### config.mk
export PLATFORM = sky130hd
export DESIGN_NAME = archer_projectile_ctl
export DESIGN_NICKNAME = d
export VERILOG_FILES = /design/src/rtl/archer_projectile_ctl.sv
export SDC_FILE = /design/constraint.sdc
export NUM_CORES = 1
export LEC_CHECK = 0
export CORE_UTILIZATION = 55
export CTS_BUF_LIST = sky130_fd_sc_hd__clkbuf_4
export DETAILED_ROUTE_END_ITERATION = 8
export GPL_TIMING_DRIVEN = 0
export PLACE_DENSITY_LB_ADDON = 0.25
export SLEW_MARGIN = 20
export SYNTH_ARGS = -nofsm -noshare
export SYNTH_HDL_FRONTEND = slang
export SYNTH_SLANG_ARGS = --single-unit
### constraint.sdc
create_clock -name clk -period 5.2 [get_ports clk]
set_input_delay 1.04 -clock clk [delete_from_list [all_inputs] [get_ports clk]]
set_output_delay 1.04 -clock clk [all_outputs]
set_load 0.1 [all_outputs]
### src/rtl/archer_projectile_ctl.sv
// archer_projectile_ctl
// Slot manager and motion sequencer for archer projectiles.
//   - A rising edge on fire arms one buffered shot. The shot spawns into the
//     lowest free slot while idle, once the frame cooldown has expired.
//   - On each accepted frame_tick the block walks every slot, one per cycle.
//     Each active slot moves PROJ_SPEED pixels, or retires at a screen edge.
//   - hit[i] retires slot i on the next edge, whatever the state.
// Ports:
//   clk, rst_n            clock, asynchronous active-low reset
//   frame_tick            one-cycle pulse per frame
//   fire                  attack button level
//   pos_x/y_archer        archer centre, 12 bits each
//   flip_hor_archer       1 = archer faces left
//   game_active, char_class, alive   together enable the block
//   hit                   per-slot retire request
//   pos_x/y_proj          packed slot positions, slot i at [i*12 +: 12]
//   projectile_animated   per-slot active bits
//   proj_dir              per-slot direction, 1 = moving left
//   fire_ack              one-cycle pulse on a successful spawn
//   busy                  high while slots are being walked
module archer_projectile_ctl #(
    parameter int PROJECTILE_COUNT = 4,
    parameter int PROJ_SPEED       = 4,
    parameter int COOLDOWN_FRAMES  = 20,
    parameter int HOR_MAX          = 1024
) (
    input  logic                          clk,
    input  logic                          rst_n,
    input  logic                          frame_tick,
    input  logic                          fire,
    input  logic [11:0]                   pos_x_archer,
    input  logic [11:0]                   pos_y_archer,
    input  logic                          flip_hor_archer,
    input  logic [1:0]                    game_active,
    input  logic [1:0]                    char_class,
    input  logic                          alive,
    input  logic [PROJECTILE_COUNT-1:0]   hit,
    output logic [PROJECTILE_COUNT*12-1:0] pos_x_proj,
    output logic [PROJECTILE_COUNT*12-1:0] pos_y_proj,
    output logic [PROJECTILE_COUNT-1:0]   projectile_animated,
    output logic [PROJECTILE_COUNT-1:0]   proj_dir,
    output logic                          fire_ack,
    output logic                          busy
);

    localparam int IDX_W = (PROJECTILE_COUNT > 1) ? $clog2(PROJECTILE_COUNT) : 1;
    localparam int CD_W  = (COOLDOWN_FRAMES > 0) ? $clog2(COOLDOWN_FRAMES + 1) : 1;
    localparam logic [IDX_W-1:0] LAST_IDX   = IDX_W'(PROJECTILE_COUNT - 1);
    localparam logic [CD_W-1:0]  CD_LOAD    = CD_W'(COOLDOWN_FRAMES);
    localparam logic [12:0]      SPEED_13   = 13'(PROJ_SPEED);
    localparam logic [11:0]      SPEED_12   = 12'(PROJ_SPEED);
    localparam logic [12:0]      HOR_MAX_13 = 13'(HOR_MAX);

    typedef enum logic [0:0] {
        ST_IDLE   = 1'b0,
        ST_UPDATE = 1'b1
    } state_e;

    state_e                      state_q, state_d;
    logic [IDX_W-1:0]            idx_q, idx_d;
    logic [CD_W-1:0]             cooldown_q, cooldown_d;
    logic                        pending_q, pending_d;
    logic                        fire_q, fire_d;
    logic [11:0]                 x_q [PROJECTILE_COUNT];
    logic [11:0]                 x_d [PROJECTILE_COUNT];
    logic [11:0]                 y_q [PROJECTILE_COUNT];
    logic [11:0]                 y_d [PROJECTILE_COUNT];
    logic [PROJECTILE_COUNT-1:0] active_q, active_d;
    logic [PROJECTILE_COUNT-1:0] dir_q, dir_d;
    logic                        fire_ack_q, fire_ack_d;
    logic                        busy_q, busy_d;

    logic                        enable_s;
    logic                        fire_edge_s;
    logic                        free_found_s;
    logic [IDX_W-1:0]            free_idx_s;
    logic [11:0]                 cur_x_s;
    logic [12:0]                 right_sum_s;
    logic                        right_retire_s;
    logic                        left_retire_s;

    assign enable_s    = (game_active != 2'd0) && (char_class == 2'd2) && alive;
    assign fire_edge_s = fire && !fire_q && enable_s;

    // Sums are taken at 13 bits so neither range check can wrap.
    assign cur_x_s        = x_q[idx_q];
    assign right_sum_s    = {1'b0, cur_x_s} + SPEED_13;
    assign right_retire_s = (right_sum_s >= HOR_MAX_13);
    assign left_retire_s  = ({1'b0, cur_x_s} < SPEED_13);

    // Lowest-index free slot: scan downward so the last write is the lowest index.
    always_comb begin
        free_found_s = ~&active_q;
        free_idx_s   = '0;
        for (int i = PROJECTILE_COUNT - 1; i >= 0; i--) begin
            free_idx_s = active_q[i] ? free_idx_s : IDX_W'(i);
        end
    end

    // Next-state logic for the sequencer, the slots and the spawn path.
    always_comb begin
        state_d    = state_q;
        idx_d      = idx_q;
        cooldown_d = cooldown_q;
        fire_d     = fire;
        x_d        = x_q;
        y_d        = y_q;
        dir_d      = dir_q;
        fire_ack_d = 1'b0;
        // A hit retires its slot in every state; a hit on a free slot has no effect.
        active_d   = active_q & ~hit;

        // Only one shot is buffered: edges while pending are absorbed.
        if (fire_edge_s) begin
            pending_d = 1'b1;
        end else begin
            pending_d = pending_q;
        end

        case (state_q)
            ST_IDLE: begin
                // frame_tick wins over a spawn in the same cycle.
                if (frame_tick) begin
                    state_d = ST_UPDATE;
                    idx_d   = '0;
                    if (cooldown_q != '0) begin
                        cooldown_d = cooldown_q - CD_W'(1);
                    end else begin
                        cooldown_d = '0;
                    end
                end else if (pending_q && (cooldown_q == '0)) begin
                    // With every slot in use the request is dropped.
                    pending_d = 1'b0;
                    if (free_found_s) begin
                        x_d[free_idx_s]      = pos_x_archer;
                        y_d[free_idx_s]      = pos_y_archer;
                        dir_d[free_idx_s]    = flip_hor_archer;
                        active_d[free_idx_s] = 1'b1;
                        cooldown_d           = CD_LOAD;
                        fire_ack_d           = 1'b1;
                    end else begin
                        fire_ack_d = 1'b0;
                    end
                end else begin
                    idx_d = idx_q;
                end
            end
            ST_UPDATE: begin
                // A same-cycle hit on this slot pre-empts its move.
                if (active_q[idx_q] && !hit[idx_q]) begin
                    if (dir_q[idx_q]) begin
                        if (left_retire_s) begin
                            active_d[idx_q] = 1'b0;
                        end else begin
                            x_d[idx_q] = cur_x_s - SPEED_12;
                        end
                    end else begin
                        if (right_retire_s) begin
                            active_d[idx_q] = 1'b0;
                        end else begin
                            x_d[idx_q] = right_sum_s[11:0];
                        end
                    end
                end else begin
                    x_d[idx_q] = x_q[idx_q];
                end
                // Ticks arriving here are ignored.
                if (idx_q == LAST_IDX) begin
                    state_d = ST_IDLE;
                    idx_d   = '0;
                end else begin
                    idx_d = idx_q + IDX_W'(1);
                end
            end
            default: begin
                state_d = ST_IDLE;
                idx_d   = '0;
            end
        endcase

        // Disabled: drop every slot and all fire bookkeeping; positions hold.
        if (!enable_s) begin
            active_d   = '0;
            pending_d  = 1'b0;
            cooldown_d = '0;
            fire_d     = 1'b0;
            state_d    = ST_IDLE;
            idx_d      = '0;
            fire_ack_d = 1'b0;
        end else begin
            fire_d = fire;
        end

        busy_d = (state_d == ST_UPDATE);
    end

    // State and output registers.
    always_ff @(posedge clk or negedge rst_n) begin
        if (!rst_n) begin
            state_q    <= ST_IDLE;
            idx_q      <= '0;
            cooldown_q <= '0;
            pending_q  <= 1'b0;
            fire_q     <= 1'b0;
            active_q   <= '0;
            dir_q      <= '0;
            fire_ack_q <= 1'b0;
            busy_q     <= 1'b0;
            for (int i = 0; i < PROJECTILE_COUNT; i++) begin
                x_q[i] <= 12'd0;
                y_q[i] <= 12'd0;
            end
        end else begin
            state_q    <= state_d;
            idx_q      <= idx_d;
            cooldown_q <= cooldown_d;
            pending_q  <= pending_d;
            fire_q     <= fire_d;
            active_q   <= active_d;
            dir_q      <= dir_d;
            fire_ack_q <= fire_ack_d;
            busy_q     <= busy_d;
            for (int i = 0; i < PROJECTILE_COUNT; i++) begin
                x_q[i] <= x_d[i];
                y_q[i] <= y_d[i];
            end
        end
    end

    for (genvar g = 0; g < PROJECTILE_COUNT; g++) begin : g_pack
        assign pos_x_proj[g*12 +: 12] = x_q[g];
        assign pos_y_proj[g*12 +: 12] = y_q[g];
    end

    assign projectile_animated = active_q;
    assign proj_dir            = dir_q;
    assign fire_ack            = fire_ack_q;
    assign busy                = busy_q;

endmodule

### Word level (Yosys, flattened, before mapping)

Cells that the tools add are included.

| storage, ports and cells | value |
|---|---|
| bits in registers | 115 |
| input port bits | 38 |

| cells by class | value |
|---|---|
| add/sub/neg operators | 4 |
| $lt $le $gt $ge | 10 |
| eq/ne operators | 11 |
| multiplexer cells | 69 |
| bitwise operators | 10 |
| reduce and logical (&&, ||, !) cells | 19 |

Operators with widths:

| kind | count |
|---|---|
| $mux W48 | 7 |
| $bwmux W48 | 5 |
| $pmux W48 S2 | 1 |
| $demux W12 S2 | 2 |
| $mux W12 | 4 |
| $mux W4 | 8 |
| $mux W5 | 6 |
| $bmux W12 S2 | 1 |
| $mux W1 | 19 |
| $mux W2 | 7 |
| $add A12 B3 Y13 const B | 1 |
| $ge A13 B11 Y1 const B | 1 |
| $lt A12 B3 Y1 const B | 1 |
| $sub A12 B3 Y12 const B | 1 |
| $logic_and A1 B1 Y1 | 10 |
| $and A4 B4 Y4 | 2 |
| $ne A2 B2 Y1 const B | 4 |
| $not A4 Y4 | 2 |
| $pmux W4 S2 | 1 |
| $reduce_and A4 Y1 | 2 |
| $bmux W1 S2 | 3 |
| $ge A3 B3 Y1 const B | 2 |
| $lt A2 B3 Y1 const B | 2 |
| $lt A3 B1 Y1 const B | 2 |
| other kinds (21) | 29 |

### Depth between registers and ports, before layout

Gate-level depths: netlist of the first run.

| logic depth | value |
|---|---|
| word-level depth | 14 |
| mapped depth | 13 |
| depth with buffers taken out | 9 |

### Least setup slack after synthesis of the first run

OpenSTA, ideal clock, no wires.

| timing path | value |
|---|---|
| path type | flip-flop to flip-flop |
| start | register x_q (netlist bit pos_x_proj[38]) |
| end | register x_q (netlist bit pos_x_proj[41]) |
| setup time | 0.126 ns |
| arrival | 3.271 ns |
| slack | 1.803 ns |
| cell stages (with the launch flop) | 12 |
| buffers on the path | 2 |
| path through | dfrtp_1 -> mux4_2 -> inv_1 -> ha_1 -> nand4_1 -> a2111oi_4 -> o21ai_1 -> a31o_2 -> buf_6 -> a22o_1 -> buf_6 -> mux2_4 |

| on the way | value |
|---|---|
| word-level cells in the longest chain between the ends | 9 |

RTL lines:

| item | RTL line | RTL |
|---|---|---|
| start, declared | 64 | `logic [11:0] x_q [PROJECTILE_COUNT];` |
| start signal, assigned by index | 224 | `x_q[i] <= x_d[i];` |
| $bmux W12 S2 * | 86 | `assign cur_x_s = x_q[idx_q];` |
| $mux W12 (implied by the code) * (2 in a row) | 86 |  |
| branches (longest 6 deep; another with $add A12 B3 Y13) | n/a |  |

Mark *: on every way between the ends. The select of a mux whose other input is x is not followed.
A chain may end at the register's enable or synchronous reset.

### Worst setup path after layout of the first run

| timing path | value |
|---|---|
| start | register idx_q[1] |
| end | register x_q (netlist bit pos_x_proj[9]) |

| on the way | value |
|---|---|
| word-level cells in the longest chain between the ends | 10 |

RTL lines:

| item | RTL line | RTL |
|---|---|---|
| start, declared | 60 | `logic [IDX_W-1:0] idx_q, idx_d;` |
| start signal, assigned | 215 | `idx_q <= idx_d;` |
| branches (longest 10 deep; another with $add A12 B3 Y13) | n/a |  |

Several ways; the timed one is not identified. The select of a mux whose other input is x is not followed.

==> metrics.md, run 1 <==
| Metric | Value |
|---|---|
| Clock-pin slew on the worst setup and hold paths | 0.12 ns |
| Reg-to-Reg Start | idx_q[1] |
| Longest Clk Path Bufs | 2 |
| Final setup viols | 0 |
| Unrepaired setup endpoints after global routing | no |
| CTS buffer count | 17 |
| Worst Skew | 0.0178 ns |
| Netlist Area Pre-Place | 5920 um2 |
| Nets | 718 |
| # H-tree levels | 4 |
| Initial Util | 57.1% |
| Synthesis-stage register bit count | 115 |
| PwrDens | 314 nW/um2 |
| Met3 wire length | roughly 1900 um |
| Sink Count | 115 |
| PortBufs | 143 |
| Peak Freq | 248 MHz |
| Cell area after layout | between 7000 and 8000 um2 |
| CTS tree | built |
| Tmin final | 4.04 ns |
| Worst Setup End Kind | register |
| First-pass GRT wire length | 27,600 um |
| Worst-path cell chain | clkbuf_1 -> buf_1 -> mux2i_1 -> nand4_1 -> a2111oi_4 -> o21ai_1 -> a31o_2 -> buf_6 -> o2bb2ai_2 -> buf_2 -> mux2_2 |
| Final Hold Viols | 0 |
| Setup Fix Bufs, Post-CTS | 0 |
| DIE AREA | 11,200 um2 |
| Dominant synthesized flop cell | dfrtp_1 |
| Top-area cell type share of the netlist area | 48.6% |
| TritonRoute pass-1 iters | 8 |
| Post-route DRC | 0 |
| Setup TNS | 0 ns |
| Status | finished clean |
| Synth async-reset ratio | 100% |
| Post-synth EDFFs | 0 |
| WL met1 | 6810 um |
| Routed vias | 5,061 |
| Maximum Capacitance Violations | 0 |
| Setup crit start | idx_q[1] |
| Type of the worst min-delay path | primary input to async pin |
| Area leader, netlist | dfrtp_1 |
| Total grt overflow | 0 |
| VDD IR max | 0.000270 V |
| Area delta synth->final | 32.0% |
| Die Span Y | 106 um |
| WL/cell | 21.1 um |
| Worst-path fanout max | 10 |
| Pins Over Slew Limit | 0 |
| Syn nets | 555 |
| Cells after Synth | 510 |
| I/O pins | 144 |
| Synth Area per Inst | 11.6 um2 |
| FP Rows | 37 |
| Leak Pwr | 3.33 nW |
| CP Launch Type | register |
| RePlAce Congestion | 0.906 |
| Routed wl met2 | a little over 8000 um |
| Largest net degree at the start of global routing | 84 |
| Max incr delay on CP | roughly 0.72 ns |
| Slowest-stage cell, CP | buf_1 |
| Post-synthesis cell type count | 53 |
| Layout cells sized above 1 | 21.3% |
| Slew Limit Headroom | 32.0% |
| Crit Path Class | register to register |
| Final core occ | 75.3% |
| Die X | 106 um |
| Cts repair resizes | 0 |
| Post-route ant nets | 0 |
| Seq/Total Area, Yosys | 48.6% |
| Fin crit share | 77.7% |
| Ant diodes | 0 |
| Placed wire-length estimate | 12,200 um |
| Fillers | around 710 |
| Worst-margin pin slew | 1.02 ns |
| Initial antenna violation count | 0 |
| Synth top area cells | dfrtp_1 49%, mux2_2 15%, mux4_2 5.3% |
| DP Area | 7550 um2 |
| Total GRT Usage | 32.9% |
| Worst-Skew Late Latency | 0.58 ns |
| WP data required | 5.66 ns |
| Worst EP arrival | 4.50 ns |
| Uppermost layer routed | met4 |
| CTS root buf | clkbuf_4 |
| Core Box Area | 10,400 um2 |
| Hold_buf cts | 0 |
| Iter 0 DRT Violations | ~380 |
| Vias per cell | 6.16 |
| Total number of yosys warnings | 0 |
| Number of global-route vias before repair | about 5,200 |
| Routed WL | 17,400 um |
==> per-layer routing <==
| layer | vias to the layer above | track usage, % |
|---|---|---|
| met2 | 295 | 50.9 |
| li1 | 2226 | - |
| met1 | 2496 | 40.4 |
| met5 | - | 0 |
| met4 | 0 | 13.7 |
| met3 | 44 | 13.8 |
==> worst paths after layout <==
kind                                  end  slack, ns  cells past startpoint
max reg2reg                 pos_x_proj[9]       1.16                     11
min reg2reg                pos_y_proj[27]       0.52                      1
min in group clk           pos_y_proj[27]       0.52                      1
max in group asynchronous  pos_x_proj[34]       4.16                      2
min                         pos_x_proj[5]       0.34                      1
max                         pos_x_proj[9]       1.16                     11
==> stage by stage <==
stage          power [mW]  hold slack [ns]  std cells  setup WS, ns
2_1_floorplan        1.62            0.481        510          1.80
3_3_place_gp         1.83            0.487        789         -1.16
3_5_place_dp         1.85            0.493        790          1.29
4_1_cts              2.47            0.314        822          1.28
5_1_grt              2.55            0.336        822          1.09
6_report             2.46            0.336        822          1.16
==> state kept, by name, summed over array words and instances (netlist names) <==
register	cells
busy	1
cooldown_q	5
fire_ack	1
fire_q	1
idx_q	2
pending_q	1
pos_x_proj	48
pos_y_proj	48
proj_dir	4
projectile_animated	4
==> critical path, delay by kind of cell (launching register included) <==
| family | cells | cell delay [ns] |
|---|---|---|
| multiplexers | 2 | 0.61 |
| flip-flops | 1 | 0.40 |
| AND/OR/NAND/NOR | 1 | 0.25 |
| buffers and inverters | 4 | 1.78 |
| AO/OA/AOI/OAI | 4 | 0.87 |
==> cell usage after synthesis, drive strengths merged (2+ instances only) <==
library cell and instances:
a21oi 14, nor2b 4, buf 13, xnor2 4
or2 3, a31oi 5, and2 4, mux2i 5
dfrtp 115, mux4 14, clkbuf 14, nor3 11
o21ai 26, o22ai 33, and3 2, nand4 6
a22o 5, nand3 4, inv 23, nor2 21
nor4 2, a211oi 4, o22a 3, nand2 40
ha 7, xor2 5, nand2b 3, nand4b 2
a2bb2oi 2, a21boi 3, o2bb2ai 3, mux2 85
a22oi 10
==> final cells by class <==
type | instances | area, um2 | area share (%)
inverter | 23 | 86.3 | 1.11
clock buffer | 17 | 128 | 1.63
timing repair buffer | 144 | 1460 | 18.7
buffer | 27 | 130 | 1.67
multi-input combinational | 345 | 2820 | 36.2
tap | 136 | 170 | 2.18
clock inverter | 15 | 134 | 1.71
sequential | 115 | 2880 | 36.8
==> cell usage in the layout (no fill, tap or decap), types with 14 or more instances in the layout <==
master           Yosys  routed
clkdlybuf4s50_1      0     142
clkbuf_1            14      14
o22ai_1             33      33
mux4_2              14      14
inv_1               23      23
clkbuf_4             0      17
a21oi_1             14      14
mux2_2              77      77
dfrtp_1            115     115
o21ai_0             24      24
nor2_1              21      21
nand2_1             40      40
==> kinds of logic (layout without fill, tap and decap cells) <==
kind of cell | after synthesis | after routing | share of synthesized area [%]
compound gates | 118 | 118 | 13.3
flops | 115 | 115 | 48.6
simple gates | 107 | 107 | 8.71
mux | 104 | 104 | 22.9
buf+inv | 50 | 226 | 3.66
xor+xnor | 9 | 9 | 1.33
fa+ha+maj | 7 | 7 | 1.48
==> power breakdown <==
| part | internal [mW] | switching [mW] |
|---|---|---|
| registers | 0.949 | 0.0397 |
| clock network | 0.238 | 0.382 |
| logic | 0.235 | 0.612 |
No activity file was read; power rests on OpenSTA's default activity.
==> inputs of run 2 (changes only) <==
- CORE_UTILIZATION: 55 -> 47
- clock period: 5.2 -> 3.5 ns (I/O delays scaled with it)
==> metrics.md, run 2 (same netlist as run 1, synthesis figures left out) <==
| Metric | Value |
|---|---|
| Status | finished clean |
| Initial Util | 48.7% |
| Pwr Total | 3.81 mW |
| Met3 wire length | about 1800 um |
| VDD IR max | between 0.0003 and 0.0004 V |
| Type of the worst min-delay path | primary input to async pin |
| Number of global-route vias before repair | 5,185 |
| Worst Skew | 0.0286 ns |
| Worst-path fanout max | 10 |
| R2R Setup Slk | about 0.09 ns |
| Initial antenna violation count | 1 |
| Vias per cell | roughly 5.8 |
| Routed vias | 5,083 |
| Tmin final | 3.41 ns |
| Worst-Skew Late Latency | 0.57 ns |
| DIE AREA | approximately 13,000 um2 |
| PwrDens | roughly 470 nW/um2 |
| Post-route DRC | 0 |
| Placed wire-length estimate | about 13,000 um |
| R2R cell count | 13 |
| Final worst-path setup slack | between 0.09 and 0.1 ns |
| Setup TNS | 0 ns |
| Worst EP arrival | approximately 3.9 ns |
| Pins Over Slew Limit | 0 |
| Final setup viols | 0 |
| PortBufs | 143 |
| Commonest non-fill, non-tap cell in the layout | clkdlybuf4s50_1 |
| Longest Clk Path Bufs | 2 |
| Routed wl met2 | 8480 um |
| CTS buffer count | 17 |
| Uppermost layer routed | met4 |
| WL met1 | 7220 um |
| Die Span Y | between 100 and 150 um |
| Total grt overflow | 0 |
| Die X | 114 um |
| Leak Pwr | 3.46 nW |
| Layout cells sized above 1 | 24.4% |
| Maximum Capacitance Violations | 0 |
| Final Hold Viols | 0 |
| WP data required | 3.94 ns |
| Multi-input logic area | 2840 um2 |
| Peak Freq | between 200 and 300 MHz |
| TritonRoute pass-1 iters | 5 |
| CP Launch Type | register |
| Fin cells | 873 |
| Iter 0 DRT Violations | about 410 |
| # H-tree levels | 4 |
| Final core occ | 66.3% |
| Most frequent cells in the layout | 142 x clkdlybuf4s50_1, 115 x dfrtp_1, 77 x mux2_2, 40 x nand2_1, 33 x o22ai_1 |
| I/O pins | 144 |
| Slew Limit Headroom | 31.7% |
| Area delta synth->final | 36.2% |
| CTS root buf | clkbuf_4 |
| Worst-margin pin slew | 1.02 ns |
| Placed Instances | about 820 |
| Nets | approximately 740 |
| Post-route ant nets | 0 |
| Worst Setup End Kind | register |
| Clock-pin slew on the worst setup and hold paths | 0.13 ns |
| Place WS | -0.429 ns |
| Routed WL | 17,800 um |
| CTS tree | built |
| Largest net degree at the start of global routing | 68 |
| Fin crit share | 97.4% |
| RePlAce Congestion | 0.957 |
| WL/cell | 20.4 um |
| FF+latch area | 2880 um2 |
| Fillers | 1,001 |
| Total GRT Usage | 28.7% |
| Reg-to-reg endpoint | pos_x_proj[37] |
| Core Box Area | about 12,000 um2 |
| Crit Path Class | register to register |
| Sink Count | 115 |
| First-pass GRT wire length | 27,900 um |
| Reg-to-Reg Start | idx_q[0] |
| FP Rows | 40 |
## run 2: cell count changes in the layout (fill, tap and decap cells not counted), sizes merged
cell / change
diode: +1
clkinvlp: +1
inv: -2
clkinv: -2
clkbuf: +1
bufinv: +2
buf: +18
## run 2: metrics by stage
stage / instance area, um2 / hold WS, ns
2_1_floorplan: 5920 / 0.404
3_5_place_dp: 7590 / 0.496
5_1_grt: 8060 / 0.0865
3_3_place_gp: 7560 / 0.488
6_report: 8060 / 0.0768
4_1_cts: 7930 / 0.0728
## run 2: metal layers
metal  track usage (%)  vias up
li1                  -     2262
met1              36.3     2530
met2              44.6      261
met3              10.2       30
met4              12.1        0
met5                 0        -
## run 2: worst max-delay path by stage
stage	end	startpoint	slack, ns
floorplan	pos_x_proj[41]	pos_x_proj[38]	0.10
global placement	pos_y_proj[12]	rst_n	-2.61
detailed placement	pos_x_proj[10]	idx_q[1]	-0.43
CTS	pos_y_proj[16]	cooldown_q[0]	0.02
global route	pos_x_proj[37]	idx_q[0]	-0.0006
finish	pos_x_proj[37]	idx_q[0]	0.09
## run 2: area by class of cell
class	instances	share of cell area, %
Antenna cell	1	0.0311
Buffer	27	1.91
Clock buffer	18	1.68
Clock inverter	14	2.02
Inverter	23	1.07
Multi-Input combinational cell	345	35.2
Sequential cell	115	35.7
Tap cell	168	2.61
Timing Repair Buffer	162	19.8
## run 2: what timing repair did
action                                 CTS  global route
buffers inserted                         3            15
gates cloned                             0             0
hold buffers                             0             0
gates resized for setup                  7             9
endpoints found under the hold margin    0             0
setup endpoints to repair               61            50
pin swaps                                0             2
## run 2: report_power, final
group,internal (mW),total [mW],switching (mW)
sequential,1.41,1.47,0.0613
combinational,0.374,1.30,0.921
clock,0.497,1.04,0.547
## run 2: critical path, stage by stage (launching register included)
cell,delay (ns)
dfrtp_1,0.39
buf_6,0.15
buf_12,0.13
mux4_2,0.57
inv_2,0.08
ha_2,0.18
nand4_1,0.20
a2111oi_4,0.40
o21ai_1,0.08
a31o_2,0.24
buf_6,0.14
a22o_1,0.20
buf_6,0.17
mux2_4,0.31
